### src/rtl/ll_module.sv
// Line-length feature extractor: sums |x[n] - x[n-1]| over non-overlapping
// windows of accepted samples and pulses data_valid with each window total.
module ll_module #(
  parameter int DATA_WIDTH   = 16,
  parameter int MID_WIDTH    = 22,
  parameter int OUTPUT_WIDTH = 25,
  parameter int WINDOW       = 256
) (
  input  logic                           clk,
  input  logic                           rst,
  input  logic                           en,
  input  logic signed [DATA_WIDTH-1:0]   din,
  output logic signed [OUTPUT_WIDTH-1:0] dout,
  output logic                           data_valid
);

  localparam int CNT_W = $clog2(WINDOW);
  localparam int SUM_W = ((MID_WIDTH > OUTPUT_WIDTH) ? MID_WIDTH : OUTPUT_WIDTH) + 1;
  localparam logic [OUTPUT_WIDTH-1:0] ACC_SAT = {1'b0, {(OUTPUT_WIDTH-1){1'b1}}};

  logic [DATA_WIDTH-1:0]   prev_q;
  logic                    first_q;
  logic [MID_WIDTH-1:0]    absd_q;
  logic                    s1Valid_q;
  logic [OUTPUT_WIDTH-1:0] acc_q;
  logic [CNT_W-1:0]        cnt_q;
  logic [OUTPUT_WIDTH-1:0] dout_q;
  logic                    dataValid_q;

  logic signed [DATA_WIDTH:0] diff;
  logic [DATA_WIDTH:0]        negDiff;
  logic [DATA_WIDTH:0]        absDiff;
  logic [MID_WIDTH-1:0]       absd_d;
  logic [SUM_W-1:0]           sumWide;
  logic [OUTPUT_WIDTH-1:0]    acc_d;

  // Difference is one bit wider than the samples so full-scale swings never overflow.
  always_comb begin
    diff    = {din[DATA_WIDTH-1], din} - {prev_q[DATA_WIDTH-1], prev_q};
    negDiff = -diff;
    absDiff = diff[DATA_WIDTH] ? negDiff : diff;
    absd_d  = first_q ? '0 : MID_WIDTH'(absDiff);
  end

  // The accumulator never goes negative, so clamping at the positive limit prevents wrap.
  always_comb begin
    sumWide = SUM_W'(acc_q) + SUM_W'(absd_q);
    acc_d   = (sumWide > SUM_W'(ACC_SAT)) ? ACC_SAT : sumWide[OUTPUT_WIDTH-1:0];
  end

  always_ff @(posedge clk or negedge rst) begin
    if (!rst) begin
      prev_q      <= '0;
      first_q     <= 1'b1;
      absd_q      <= '0;
      s1Valid_q   <= 1'b0;
      acc_q       <= '0;
      cnt_q       <= '0;
      dout_q      <= '0;
      dataValid_q <= 1'b0;
    end else begin
      s1Valid_q   <= en;
      dataValid_q <= 1'b0;
      if (en) begin
        prev_q  <= din;
        first_q <= 1'b0;
        absd_q  <= absd_d;
      end
      // prev is deliberately not cleared at window end: the boundary difference belongs to the next window.
      if (s1Valid_q) begin
        if (cnt_q == CNT_W'(WINDOW - 1)) begin
          dout_q      <= acc_d;
          dataValid_q <= 1'b1;
          acc_q       <= '0;
          cnt_q       <= '0;
        end else begin
          acc_q <= acc_d;
          cnt_q <= cnt_q + 1'b1;
        end
      end
    end
  end

  assign dout       = dout_q;
  assign data_valid = dataValid_q;

endmodule

### config.mk
export PLATFORM = sky130hd
export DESIGN_NAME = ll_module
export DESIGN_NICKNAME = d
export VERILOG_FILES = /design/src/rtl/ll_module.sv
export SDC_FILE = /design/constraint.sdc
export NUM_CORES = 1
export LEC_CHECK = 0
export CELL_PAD_IN_SITES_DETAIL_PLACEMENT = 0
export CELL_PAD_IN_SITES_GLOBAL_PLACEMENT = 1
export CORE_MARGIN = 5
export CORE_UTILIZATION = 42
export DETAILED_ROUTE_END_ITERATION = 12
export PLACE_DENSITY_LB_ADDON = 0.2
export SYNTH_ARGS = -nofsm -noshare
export SYNTH_HDL_FRONTEND = slang
export SYNTH_SLANG_ARGS = --single-unit
### constraint.sdc
create_clock -name clk -period 3.1 [get_ports clk]
set_clock_uncertainty 0.2 [all_clocks]
set_input_delay 0.62 -clock clk [delete_from_list [all_inputs] [get_ports clk]]
set_output_delay 0.62 -clock clk [all_outputs]
set_load 0.1 [all_outputs]
Word-level counts from Yosys, hierarchy flattened. Cells that the tools add are included.

Add/sub/neg operators: 4. Order comparisons: 1. Reductions and logical operators: 1. Mux-type cells: 7. Eq/ne operators: 1.

Operators with widths (count): 25-bit two-way mux (2); 17-bit two-way mux (2); 25-bit by 22-bit adder with 26-bit output (1); 26-bit by 24-bit > comparator with 1-bit output (second input constant) (1); 17-bit negator (1); 16-bit by 16-bit subtractor with 17-bit output (1); 8-bit by 1-bit adder with 8-bit output (second input constant) (1); 8-bit == test (second input constant) (1); 8-bit two-way mux (1); 1-bit two-way mux (2); 2-bit AND reduction (1).

Output and inout bits: 26. Input port bits: 19. Register bits: 99.

Logic depth before layout (Yosys ltp). Gate-level depths: netlist (run 1).

Depth after elaboration: 4. Mapped depth: 13. Gate-level depth less buffers: 12.

Worst setup path before layout (run 1). OpenSTA, ideal clock, no wires.

Path kind: input-to-reg. Start point: input din[0]. End point: register absd_q[14]. Data required time: 2.779 ns. Stages: 12. Buffers on the path: 0. Library setup time: 0.121 ns. Arrival time: 2.930 ns. Slack: -0.151 ns. Cells stage by stage: inv_1 -> ha_1 -> inv_1 -> fa_1 -> a211oi_2 -> nor2_1 -> xnor2_2 -> nand3_2 -> nor4b_2 -> a41oi_2 -> xnor2_1 -> a22o_1.

Longest elaborated chain between the ends: 4.

RTL lines: from (decl) (line 12) `input logic signed [DATA_WIDTH-1:0] din,`; 16-bit by 16-bit subtractor with 17-bit output (*) (line 39) `diff = {din[DATA_WIDTH-1], din} - {prev_q[DATA_WIDTH-1], prev_q};`; 17-bit negator (line 40) `negDiff = -diff;`; 17-bit two-way mux (*) (line 41) `absDiff = diff[DATA_WIDTH] ? negDiff : diff;`; 17-bit two-way mux (*) (line 42) `absd_d = first_q ? '0 : MID_WIDTH'(absDiff);`; to (signal assigned) (line 67) `absd_q <= absd_d;`; to (decl) (line 23) `logic [MID_WIDTH-1:0] absd_q;`.

Mark *: on every way between the ends. The rest lies on a longest branch, timed or not. A chain may end at the register's enable or synchronous reset.

Worst setup path in the final report (run 1).
Start point: register absd_q[0]. End point: register dout_q[0], in the netlist dout[0].

Longest elaborated chain between the ends: 3.

RTL lines: 25-bit by 22-bit adder with 26-bit output (*) (line 47) `sumWide = SUM_W'(acc_q) + SUM_W'(absd_q);`; 26-bit by 24-bit > comparator with 1-bit output (line 48) `acc_d = (sumWide > SUM_W'(ACC_SAT)) ? ACC_SAT : sumWide[OUTPUT_WIDTH-1:0];`; 25-bit two-way mux (*) (line 48); to (signal assigned) (line 59) `dout_q <= '0;`; to (signal assigned) (line 72) `dout_q <= acc_d;`; to (decl) (line 27) `logic [OUTPUT_WIDTH-1:0] dout_q;`.

Marked as above.

==> summary.txt, run 1 <==
max_cap viols = 0
failing checks = negative setup slack
layout cells sized above 1 = 29.9%
delay-heaviest family, CP = compound AO/OA/AOI/OAI gates
clk_lat worst skew = 350 ps
type of destination of the critical path = register
Post-synth EDFFs = 0
synthesized net count = 670
minimum clock period = 3130 ps
Hold Buf Count CTS = 0
Root Driver = clkbuf_16
first-pass GRT wire length = 24400 um
RSZ-0062 raised after global routing = yes
core region area = 0.0138 mm2
CP startpoint kind = register
Mapped Area = 0.00591 mm2
reg2reg setup slack = -30 ps
Critical Path AT = 3160 ps
port bufs = 44
Die Area = 0.0166 mm2
Reg2Reg Capture Point = dout[0]$_DFFE_PN0P_
CTS tree = built
Yosys reg bits = 94
Slew @ Worst Pin = 615 ps
Die Span Y = 129 um
DIE WIDTH = 129 um
initial antenna violation count = 0
TNS Setup = -227 ps
max_slew headroom = 58.8%
Top Ports = 45
commonest non-fill, non-tap cell in the layout = buf_4
Yosys cell types = 79
maximum vdd drop = 313 uV
Syn Area/Cell = 9.63 um2
total number of yosys warnings = 0
slowest stage cell, crit path = dfrtp_1
largest net degree at the start of global routing = 50
Final Worst Setup Slack = -30.8 ps
final hold violations = 0
worst r2r path cells = 13
crit share post-route = 101%
Pleak = 3.60 nW
Sequential cell area = 0.00235 mm2
post-DR vias/cell = 5.38
Final ANT Viol Nets = 0
Hold Crit Class = input port to asynchronous set/reset pin
register area share after synthesis = 39.8%
Layout area overhead = 33.8%
CTS Buffer Depth = 2
row count = 43
Max Slew Vio Count = 0
vias in the first global route = 5066
Antenna diodes = 0
Final Core Density = 57.2%
Worst Setup SP = absd_q[0]$_DFFE_PN0P_
Multi-input gate area = 0.00372 mm2
H-tree levels = 3
most frequent cells in the layout = 123 x buf_4, 93 x dfrtp_1, 53 x nor2_1
kind of critical path = register to register
DR pass1 iterations = 6
FMAX = 319 MHz
Reg-to-Reg Start = absd_q[0]$_DFFE_PN0P_
Post-Syn Instances = 614
CP max FO = 9
Congestion Overflow GR = 0
clock sink count = 94
Initial Util = 42.8%
Vias = 5051
DRT iter0 DRCs = 279
CTS buffer count = 9
WP data required = 3130 ps
Avg WL per Cell = 15.5 um
Buf/Inv on CP = 3
RePlAce Congestion = 0.872
DRC Markers = 0
Power per Cell Area = 755 mW/mm2
ys flop type = dfrtp_1
Clock transition at path regs = 70 ps
critical path's largest stage delay = 400 ps
Overall Global Routing Usage = 18.1%
Final #Nets = 809
status = finished, violations left
fill count = 1218
CP Cell Sequence = ha_2 > inv_2 > fa_2 > nand2b_4 > a2111oi_4 > o31a_2 > o2111ai_4 > a21oi_4 > mux2i_4 > buf_6 > nand2_4 > buf_8 > o22a_1
DRT Wirelength = 14600 um
FFs w/ async S/R, synth = 100%
Detail Placement HPWL = 10400 um
Final setup viols = 19
## stage by stage
| stage | power (W) | hold slack, ps | std cells | setup slack, ps | cell area [um2] |
|---|---|---|---|---|---|
| detailed placement | 0.00465 | 290 | 906 | -959 | 7190 |
| CTS | 0.00582 | 114 | 933 | -37.9 | 7690 |
| finish | 0.00597 | 89.7 | 938 | -30.8 | 7910 |
| floorplan | 0.00371 | 124 | 614 | -58.5 | 6000 |
| global placement | 0.00459 | 276 | 906 | -867 | 7190 |
| global route | 0.00642 | 153 | 938 | -197 | 7910 |
## sequential cells by signal, summed over array words and instances, names as in the netlist
name,flops
absd_q,17
acc_q,25
cnt_q,8
data_valid,1
dout,25
first_q,1
prev_q,16
s1Valid_q,1
## report_power, final
| group | total, W | internal (W) | switching, W |
|---|---|---|---|
| sequential | 0.00169 | 0.00149 | 0.000206 |
| combinational | 0.00324 | 0.00156 | 0.00168 |
| clock | 0.00104 | 0.000566 | 0.000477 |
## how the worst max path moves through the flow
stage	endpoint	cells past startpoint	slack [ps]
after CTS	dout[0]$_DFFE_PN0P_	13	-40
after detailed placement	absd_q[6]$_DFFE_PN0P_	12	-960
after global routing	dout[0]$_DFFE_PN0P_	13	-200
after global placement	absd_q[6]$_DFFE_PN0P_	12	-870
final	dout[0]$_DFFE_PN0P_	13	-30
after floorplan	absd_q[15]$_DFFE_PN0P_	12	-60
## cells by family (layout without fill, tap and decap cells)
logic type / count (synthesis) / after routing / share of synthesized area [%]
AOI/OAI and AO/OA: 194 / 196 / 24.8
DFF: 94 / 94 / 39.8
xor gates and xnor gates: 46 / 46 / 6.94
muxes: 5 / 5 / 0.931
buffers and inverters: 59 / 198 / 4.44
adders and majority gates: 37 / 37 / 8.08
and+or+nand+nor: 179 / 182 / 15.0
## final cells by class
cell class / count / share of cell area [%]
Sequential cell: 94 / 29.7
Multi-Input combinational cell: 466 / 47.0
Timing Repair Buffer: 148 / 15.1
Clock buffer: 11 / 3.07
Tap cell: 180 / 2.85
Clock inverter: 5 / 0.443
Inverter: 34 / 1.77
## synth_stat cells (16+ instances only)
library cell / n / area share, %
nand2_1: 48 / 3.0
xor2_1: 16 / 2.4
nand3_1: 19 / 1.6
ha_1: 35 / 7.4
inv_1: 33 / 2.1
xnor2_1: 29 / 4.3
o21ai_0: 34 / 2.9
nor2_1: 54 / 3.4
a21oi_1: 42 / 3.6
dfrtp_1: 93 / 39
## per-layer routing
layer | wire length [um] | GRT usage [%]
met3 | 399 | 2.24
met2 | 7410 | 32.3
met4 | 227 | 5.50
met5 | 0 | 0
met1 | 6510 | 22.8
## timing repair
action,4_1_cts,5_1_grt
setup endpoints to repair,64,61
resized for setup,35,36
setup buffers,8,4
cloned,4,1
pin swaps,21,18
No activity file was read; power rests on OpenSTA's default activity.
==> run 2, diff against run 1 <==
--- a/config.mk
+++ b/config.mk
@@ -5,6 +5,7 @@
 export SDC_FILE = /design/constraint.sdc
 export NUM_CORES = 1
 export LEC_CHECK = 0
+export CAP_MARGIN = 20
 export CELL_PAD_IN_SITES_DETAIL_PLACEMENT = 0
 export CELL_PAD_IN_SITES_GLOBAL_PLACEMENT = 1
 export CORE_MARGIN = 5
==> results of run 2 <==
No change in the layout: final DEF, timing and power equal those of run 1.
